==> src/rtl/acq_burst_scheduler_if.sv <==
// ----------------------------------------------------------------------------
// acq_burst_scheduler_if
// Bundles the signals between the acquisition burst scheduler, the PS
// register block and the snooped datapath AXIS output.
//   cfg_*  : run configuration and start/abort pulses (from PS)
//   mon_*  : passive snoop of the datapath AXIS handshake
//   acq_*  : datapath control (enable, raw select, packet count)
//   sts_*  : run status back to PS, irq : done/timeout interrupt pulse
// Modports: master = PS/datapath side, slave = the scheduler.
// ----------------------------------------------------------------------------
interface acq_burst_scheduler_if #(
    parameter int CNT_W = 16,
    parameter int TMO_W = 24,
    parameter int IVL_W = 32
) ();
    logic             cfg_start;
    logic             cfg_abort;
    logic             cfg_raw_mode;
    logic [CNT_W-1:0] cfg_num_bursts;
    logic [CNT_W-1:0] cfg_pkts_per_burst;
    logic [IVL_W-1:0] cfg_interval;
    logic [TMO_W-1:0] cfg_timeout;
    logic             mon_tvalid;
    logic             mon_tready;
    logic             mon_tlast;
    logic             acq_enable;
    logic             acq_send_raw_data;
    logic [CNT_W-1:0] acq_number_of_packet;
    logic             sts_busy;
    logic             sts_done;
    logic             sts_timeout;
    logic             sts_overrun;
    logic [CNT_W-1:0] sts_burst_count;
    logic             irq;

    modport master (
        output cfg_start, cfg_abort, cfg_raw_mode, cfg_num_bursts,
               cfg_pkts_per_burst, cfg_interval, cfg_timeout,
               mon_tvalid, mon_tready, mon_tlast,
        input  acq_enable, acq_send_raw_data, acq_number_of_packet,
               sts_busy, sts_done, sts_timeout, sts_overrun,
               sts_burst_count, irq
    );

    modport slave (
        input  cfg_start, cfg_abort, cfg_raw_mode, cfg_num_bursts,
               cfg_pkts_per_burst, cfg_interval, cfg_timeout,
               mon_tvalid, mon_tready, mon_tlast,
        output acq_enable, acq_send_raw_data, acq_number_of_packet,
               sts_busy, sts_done, sts_timeout, sts_overrun,
               sts_burst_count, irq
    );
endinterface

==> src/rtl/acq_burst_scheduler.sv <==
// ----------------------------------------------------------------------------
// acq_burst_scheduler
// Runs a programmed number of acquisition bursts (one TLAST-terminated AXIS
// packet train each), gating the datapath through acq_enable and watching
// its AXIS output for burst completion and stalls.
// Ports:
//   master_clock : system clock
//   resetn       : asynchronous active-low reset
//   io           : acq_burst_scheduler_if.slave (config, snoop, control,
//                  status, irq)
// All outputs are registered.
// ----------------------------------------------------------------------------
module acq_burst_scheduler #(
    parameter int CNT_W = 16,
    parameter int TMO_W = 24,
    parameter int IVL_W = 32
) (
    input  logic                  master_clock,
    input  logic                  resetn,
    acq_burst_scheduler_if.slave  io
);

    typedef enum logic [2:0] {
        S_IDLE, S_ARM, S_RUN, S_GAP, S_DONE, S_ERROR
    } state_t;

    state_t state_q, state_d;

    logic             raw_q, raw_d;
    logic [CNT_W-1:0] nb_q, nb_d;
    logic [CNT_W-1:0] npkt_q, npkt_d;
    logic [IVL_W-1:0] ivl_cfg_q, ivl_cfg_d;
    logic [TMO_W-1:0] tmo_q, tmo_d;
    logic [CNT_W-1:0] burst_cnt_q, burst_cnt_d;
    logic [IVL_W-1:0] ivl_q, ivl_d;
    logic [TMO_W-1:0] wd_q, wd_d;
    logic             gap_seen_q, gap_seen_d;
    logic             timeout_q, timeout_d;
    logic             overrun_q, overrun_d;
    logic             en_q, en_d;
    logic             busy_q, busy_d;
    logic             done_q, done_d;
    logic             irq_q, irq_d;

    logic beat, eob, start_ok, wd_fire, last_burst, gap_ready, overrun_hit;

    assign beat        = io.mon_tvalid & io.mon_tready;
    assign eob         = beat & io.mon_tlast;
    // Abort beats start when both arrive together.
    assign start_ok    = io.cfg_start & ~io.cfg_abort &
                         ((state_q == S_IDLE) || (state_q == S_ERROR));
    assign wd_fire     = (tmo_q != '0) && (wd_q == tmo_q - TMO_W'(1)) && !beat;
    assign last_burst  = (nb_q != '0) && (burst_cnt_q + CNT_W'(1) == nb_q);
    // ivl+1 >= interval, done one bit wider so interval=0 needs no special case.
    assign gap_ready   = gap_seen_q &&
                         (({1'b0, ivl_q} + {{IVL_W{1'b0}}, 1'b1}) >= {1'b0, ivl_cfg_q});
    assign overrun_hit = (ivl_cfg_q != '0) && (ivl_q >= ivl_cfg_q);

    always_comb begin
        state_d = state_q;
        case (state_q)
            S_IDLE:  if (start_ok) state_d = S_ARM;
            S_ARM:   state_d = S_RUN;
            S_RUN: begin
                if (eob)          state_d = last_burst ? S_DONE : S_GAP;
                else if (wd_fire) state_d = S_ERROR;
            end
            S_GAP:   if (gap_ready) state_d = S_RUN;
            S_DONE:  state_d = S_IDLE;
            S_ERROR: if (start_ok) state_d = S_ARM;
            default: state_d = S_IDLE;
        endcase
        if (io.cfg_abort) state_d = S_IDLE;
    end

    always_comb begin
        raw_d       = raw_q;
        nb_d        = nb_q;
        npkt_d      = npkt_q;
        ivl_cfg_d   = ivl_cfg_q;
        tmo_d       = tmo_q;
        burst_cnt_d = burst_cnt_q;
        ivl_d       = ivl_q;
        timeout_d   = timeout_q;
        overrun_d   = overrun_q;

        if (start_ok) begin
            raw_d       = io.cfg_raw_mode;
            nb_d        = io.cfg_num_bursts;
            npkt_d      = (io.cfg_pkts_per_burst == '0) ? '0
                                                        : io.cfg_pkts_per_burst - CNT_W'(1);
            ivl_cfg_d   = io.cfg_interval;
            tmo_d       = io.cfg_timeout;
            burst_cnt_d = '0;
            timeout_d   = 1'b0;
            overrun_d   = 1'b0;
        end

        if (state_q == S_RUN && eob && !io.cfg_abort) begin
            burst_cnt_d = burst_cnt_q + CNT_W'(1);
            if (overrun_hit) overrun_d = 1'b1;
        end
        if (state_q == S_RUN && state_d == S_ERROR) timeout_d = 1'b1;

        // Interval timer measures burst start to next burst start.
        if (state_d == S_RUN && state_q != S_RUN)
            ivl_d = '0;
        else if ((state_q == S_RUN || state_q == S_GAP) && ivl_q != '1)
            ivl_d = ivl_q + IVL_W'(1);

        wd_d       = (state_q == S_RUN && !beat) ? wd_q + TMO_W'(1) : '0;
        // Set from the second GAP cycle onward: enforces the 2-cycle minimum gap.
        gap_seen_d = (state_q == S_GAP);

        en_d   = (state_d == S_RUN);
        busy_d = (state_d == S_ARM) || (state_d == S_RUN) || (state_d == S_GAP);
        done_d = (state_d == S_DONE);
        irq_d  = done_d || (state_d == S_ERROR && state_q != S_ERROR);
    end

    always_ff @(posedge master_clock or negedge resetn) begin
        if (!resetn) begin
            state_q     <= S_IDLE;
            raw_q       <= 1'b0;
            nb_q        <= '0;
            npkt_q      <= '0;
            ivl_cfg_q   <= '0;
            tmo_q       <= '0;
            burst_cnt_q <= '0;
            ivl_q       <= '0;
            wd_q        <= '0;
            gap_seen_q  <= 1'b0;
            timeout_q   <= 1'b0;
            overrun_q   <= 1'b0;
            en_q        <= 1'b0;
            busy_q      <= 1'b0;
            done_q      <= 1'b0;
            irq_q       <= 1'b0;
        end else begin
            state_q     <= state_d;
            raw_q       <= raw_d;
            nb_q        <= nb_d;
            npkt_q      <= npkt_d;
            ivl_cfg_q   <= ivl_cfg_d;
            tmo_q       <= tmo_d;
            burst_cnt_q <= burst_cnt_d;
            ivl_q       <= ivl_d;
            wd_q        <= wd_d;
            gap_seen_q  <= gap_seen_d;
            timeout_q   <= timeout_d;
            overrun_q   <= overrun_d;
            en_q        <= en_d;
            busy_q      <= busy_d;
            done_q      <= done_d;
            irq_q       <= irq_d;
        end
    end

    assign io.acq_enable           = en_q;
    assign io.acq_send_raw_data    = raw_q;
    assign io.acq_number_of_packet = npkt_q;
    assign io.sts_busy             = busy_q;
    assign io.sts_done             = done_q;
    assign io.sts_timeout          = timeout_q;
    assign io.sts_overrun          = overrun_q;
    assign io.sts_burst_count      = burst_cnt_q;
    assign io.irq                  = irq_q;

endmodule

==> src/flat_wrapper.sv <==
// flat-port wrapper written by rule: the top's interface ports become plain ports
module acq_burst_scheduler_flat 
#(
    parameter int CNT_W = 16,
    parameter int TMO_W = 24,
    parameter int IVL_W = 32
)
  (master_clock, resetn, io_cfg_start, io_cfg_abort, io_cfg_raw_mode, io_cfg_num_bursts, io_cfg_pkts_per_burst, io_cfg_interval, io_cfg_timeout, io_mon_tvalid, io_mon_tready, io_mon_tlast, io_acq_enable, io_acq_send_raw_data, io_acq_number_of_packet, io_sts_busy, io_sts_done, io_sts_timeout, io_sts_overrun, io_sts_burst_count, io_irq);
  acq_burst_scheduler_if #(.CNT_W(CNT_W), .TMO_W(TMO_W), .IVL_W(IVL_W)) io_i ();
  input  logic master_clock;
  input  logic resetn;
  input wire logic [$bits(io_i.cfg_start)-1:0] io_cfg_start;
  input wire logic [$bits(io_i.cfg_abort)-1:0] io_cfg_abort;
  input wire logic [$bits(io_i.cfg_raw_mode)-1:0] io_cfg_raw_mode;
  input wire logic [$bits(io_i.cfg_num_bursts)-1:0] io_cfg_num_bursts;
  input wire logic [$bits(io_i.cfg_pkts_per_burst)-1:0] io_cfg_pkts_per_burst;
  input wire logic [$bits(io_i.cfg_interval)-1:0] io_cfg_interval;
  input wire logic [$bits(io_i.cfg_timeout)-1:0] io_cfg_timeout;
  input wire logic [$bits(io_i.mon_tvalid)-1:0] io_mon_tvalid;
  input wire logic [$bits(io_i.mon_tready)-1:0] io_mon_tready;
  input wire logic [$bits(io_i.mon_tlast)-1:0] io_mon_tlast;
  output wire logic [$bits(io_i.acq_enable)-1:0] io_acq_enable;
  output wire logic [$bits(io_i.acq_send_raw_data)-1:0] io_acq_send_raw_data;
  output wire logic [$bits(io_i.acq_number_of_packet)-1:0] io_acq_number_of_packet;
  output wire logic [$bits(io_i.sts_busy)-1:0] io_sts_busy;
  output wire logic [$bits(io_i.sts_done)-1:0] io_sts_done;
  output wire logic [$bits(io_i.sts_timeout)-1:0] io_sts_timeout;
  output wire logic [$bits(io_i.sts_overrun)-1:0] io_sts_overrun;
  output wire logic [$bits(io_i.sts_burst_count)-1:0] io_sts_burst_count;
  output wire logic [$bits(io_i.irq)-1:0] io_irq;
  assign io_i.cfg_start = io_cfg_start;
  assign io_i.cfg_abort = io_cfg_abort;
  assign io_i.cfg_raw_mode = io_cfg_raw_mode;
  assign io_i.cfg_num_bursts = io_cfg_num_bursts;
  assign io_i.cfg_pkts_per_burst = io_cfg_pkts_per_burst;
  assign io_i.cfg_interval = io_cfg_interval;
  assign io_i.cfg_timeout = io_cfg_timeout;
  assign io_i.mon_tvalid = io_mon_tvalid;
  assign io_i.mon_tready = io_mon_tready;
  assign io_i.mon_tlast = io_mon_tlast;
  assign io_acq_enable = io_i.acq_enable;
  assign io_acq_send_raw_data = io_i.acq_send_raw_data;
  assign io_acq_number_of_packet = io_i.acq_number_of_packet;
  assign io_sts_busy = io_i.sts_busy;
  assign io_sts_done = io_i.sts_done;
  assign io_sts_timeout = io_i.sts_timeout;
  assign io_sts_overrun = io_i.sts_overrun;
  assign io_sts_burst_count = io_i.sts_burst_count;
  assign io_irq = io_i.irq;
  acq_burst_scheduler #(.CNT_W(CNT_W), .TMO_W(TMO_W), .IVL_W(IVL_W)) u_core (.master_clock(master_clock), .resetn(resetn), .io(io_i));
endmodule
==> config.mk <==
export PLATFORM = sky130hd
export DESIGN_NAME = acq_burst_scheduler_flat
export DESIGN_NICKNAME = d
export VERILOG_FILES = /design/src/rtl/acq_burst_scheduler_if.sv /design/src/rtl/acq_burst_scheduler.sv /design/src/flat_wrapper.sv
export SDC_FILE = /design/constraint.sdc
export NUM_CORES = 1
export LEC_CHECK = 0
export ABC_CLOCK_PERIOD_IN_PS = 7800
export CAP_MARGIN = 10
export CORE_ASPECT_RATIO = 1.2
export CORE_MARGIN = 8
export CORE_UTILIZATION = 61
export DETAILED_ROUTE_END_ITERATION = 10
export PLACE_DENSITY = 0.86
export SLEW_MARGIN = 25
export SYNTH_ARGS = -nofsm -noshare
export SYNTH_HDL_FRONTEND = slang
export SYNTH_SLANG_ARGS = --single-unit
export TNS_END_PERCENT = 30
==> constraint.sdc <==
create_clock -name master_clock -period 7.8 [get_ports master_clock]
set_input_delay 0.78 -clock master_clock [delete_from_list [all_inputs] [get_ports master_clock]]
set_output_delay 0.78 -clock master_clock [all_outputs]
set_load 0.02 [all_outputs]
==> reports/summary.txt <==
WP buf/inv: 1
Placement Setup Slack: 2870 ps
CP delay by family, top: simple AND/OR/NAND/NOR gates
Worst Hold Class: primary input to asynchronous set/reset pin
die width: 138 µm
Syn Inst Count: 1303
Clock H-tree levels: 4
crit path max fanout: 19
CP cell instances: ha_1 -> nand3_1 -> nor4_1 -> and3_1 -> nand3_1 -> nor2_1 -> xor2_1 -> ha_1 -> nand4_1 -> or4_1 -> a21oi_1 -> o211ai_1 -> a211o_1 -> a21oi_1 -> and2_1 -> buf_4 -> nor2_1
# hold bufs at CTS: 0
drt via density: 6.03
met3 Use GR: 0.0475
Mapped Area: 10900 µm²
main flop type after synthesis: dfrtp_1
share of cells above drive strength 1: 0.0353
clock root buffer: clkbuf_16
Post-synth top cells: nand2_1, dfrtp_1, nor2_1
Yosys reg bits: 171
outcome: completed
postcts setup bufs: 0
Total Wirelength: 30.0 mm
DRC: 0
nets: 1567
Rows: 53
clock tree buffer depth: 2
GPL Wtd Cong: 0.912
Peak VDD IR: 0.173 mV
RSZ-0062 raised after global routing: no
CTS tree: done
Crit path required time: 8110 ps
max cap viols: 0
Max Clock Skew: 8.16 ps
count leader, synth: nand2_1
die height: 163 µm
routed len/inst: 18.3 µm
slew at the pin closest to its max-slew limit: 1010 ps
Final Max Tran Viols: 0
pwr/cell area: 237 nW/µm²
Overflow after GRT: 0
post-synth top area cell: dfrtp_1
synth unique cells: 59
Antenna Nets Post-Route: 0
Max-slew headroom: 0.319
Worst-Skew Late Latency: 440 ps
# fillers: 1265
Tcrit/Tclk final: 0.662
Port Buf Inserts: 134
Setup Viol. Count Final: 0
first-pass GRT wire length: 48.7 mm
Setup TNS Final: 0 ps
Post-Synth Simple-Gate Area: 0.252
synth top area cells: dfrtp_1, nand2_1, ha_1
yosys warns: 0
Final Hold Fails: 0
Post-synth EDFFs: 0
Finished Core Util: 0.741
vias in the first global route: 9824
DRT iter0 DRCs: 688
synthesized area per cell: 8.39 µm²
proportion of synthesized area in mux cells: 0.000916
Synth Area in Compound Gates: 0.123
maximum number of pins on one net before global-route repair: 112
antenna violations before repair: 1
core area: 17600 µm²
total track usage: 0.263
CTS Buf Count: 17
Data arrival, critical path: 5480 ps
worst stage delay on the critical path: 610 ps
Async SR Flop Fraction: 1.00
Setup crit start kind: flop
static leakage: 5.72 nW
Synth top area share: 0.391
Hold WS: 401 ps
vias after detailed routing: 9865
min cycle time layout: 5170 ps
Syn-to-layout area delta: 19.1%
Resized Gates After CTS: 0
syn_nets: 1468
Critical Path End Type: flop
final worst slack: 2630 ps
router iterations before antenna repair: 5
I/O pin count: 135
hpwl dp: 21.9 mm
Worst path depth: 17
Die ar.: 22500 µm²
largest family of logic cells by synthesized area: simple AND/OR/NAND/NOR gates
Seq/Total Area, Yosys: 0.391
Synth Area in Adders: 0.0790
Reg2Reg Depth: 17
met1 GRT Util: 0.299
XOR/XNOR Fraction of Synth Area: 0.116
met2 Usage GRT: 0.465
Initial Util: 0.622
TritonCTS Sinks: 171
CP Class: flop to flop
GR peak layer: met2
FMAX: 0.194 GHz
CTS clk-pin slew, worst paths: 70 ps
Worst path slowest cell: nor4_1
==> worst paths after layout <==
| check | from | endpoint | slack [ps] |
|---|---|---|---|
| setup / recovery | u_core.ivl_q[0]$_DFFE_PN0P_ | u_core.ivl_q[5]$_DFFE_PN0P_ | 2630 |
| hold / removal | resetn | u_core.tmo_q[7]$_DFFE_PN0P_ | 400 |
| setup reg to reg | u_core.ivl_q[0]$_DFFE_PN0P_ | u_core.ivl_q[5]$_DFFE_PN0P_ | 2630 |
| hold reg to reg | u_core.io.acq_send_raw_data$_DFFE_PN0P_ | u_core.io.acq_send_raw_data$_DFFE_PN0P_ | 470 |
| max in group asynchronous | resetn | u_core.nb_q[15]$_DFFE_PN0P_ | 6110 |
| min in group master_clock | u_core.io.acq_send_raw_data$_DFFE_PN0P_ | u_core.io.acq_send_raw_data$_DFFE_PN0P_ | 470 |
==> kinds of logic (layout without fill, tap and decap cells) <==
kind of cell               after synthesis  in the layout
muxes                                    1              1
buffers and inverters                  107            219
AOI/OAI and AO/OA                      219            219
DFF                                    171            171
xor gates and xnor gates               145            145
and+or+nand+nor                        591            591
other                                    0              1
adders and majority gates               69             69
==> worst reg2reg max path, stage by stage, from the launching register on <==
cell,delay [ps]
dfrtp_1,460
ha_1,240
nand3_1,220
nor4_1,610
and3_1,360
nand3_1,240
nor2_1,180
xor2_1,80
ha_1,310
nand4_1,160
or4_1,500
a21oi_1,170
o211ai_1,90
a211o_1,290
a21oi_1,190
and2_1,490
buf_4,360
nor2_1,110
==> cell type report <==
type	count	area, µm²	area share
inverters	46	173	0.0133
multi-input cells	1025	6260	0.481
repair buffers	141	1400	0.107
well taps	220	275	0.0211
flip-flops and latches	171	4280	0.329
clock inverters	13	191	0.0147
clock buffers	19	443	0.0340
diodes	1	2.50	0.000192
==> per-layer routing <==
| layer | vias to the layer above | wire, µm |
|---|---|---|
| met5 | - | 0 |
| met4 | 0 | 1290 |
| met3 | 89 | 1420 |
| met1 | 4742 | 11900 |
| li1 | 4730 | - |
| met2 | 304 | 15400 |
==> flip-flops by register name, summed over array words and instances (netlist names) <==
name,count
u_core.tmo_q,24
u_core.io.sts_done,1
u_core.ivl_cfg_q,32
u_core.gap_seen_q,1
u_core.io.sts_timeout,1
u_core.io.acq_enable,1
u_core.io.acq_number_of_packet,16
u_core.nb_q,16
u_core.io.sts_burst_count,16
u_core.io.irq,1
u_core.ivl_q,32
u_core.io.sts_overrun,1
u_core.io.acq_send_raw_data,1
u_core.state_q,3
u_core.wd_q,24
u_core.io.sts_busy,1
==> cells in the final DEF (no fill, tap or decap), types with 12 or more instances in the layout <==
master           count
clkdlybuf4s50_1    133
a21o_1              19
ha_1                69
nor4_1              29
nand2_1            247
nor2_1             120
nand4_1             39
xnor2_1             70
a31oi_1             12
and3_1              19
o21ai_0             97
dfrtp_1            171
nand3_1             44
a21oi_1             42
nor3_1              30
clkbuf_16           17
inv_1               46
xor2_1              75
==> stage by stage <==
stage / cells / cell area [µm²] / power [mW]
after detailed placement: 1603 / 12400 / 2.15
after floorplan: 1303 / 10900 / 1.82
after global routing: 1636 / 13000 / 3.25
after CTS: 1635 / 13000 / 3.08
after global placement: 1603 / 12400 / 2.10
final: 1636 / 13000 / 3.09
==> power by group <==
part           switching (mW)  internal (mW)
Combinational           0.509          0.425
Clock                   0.370          0.548
Sequential              0.205           1.03
Total                    1.08           2.00
Power figures use the tool's default switching activity.
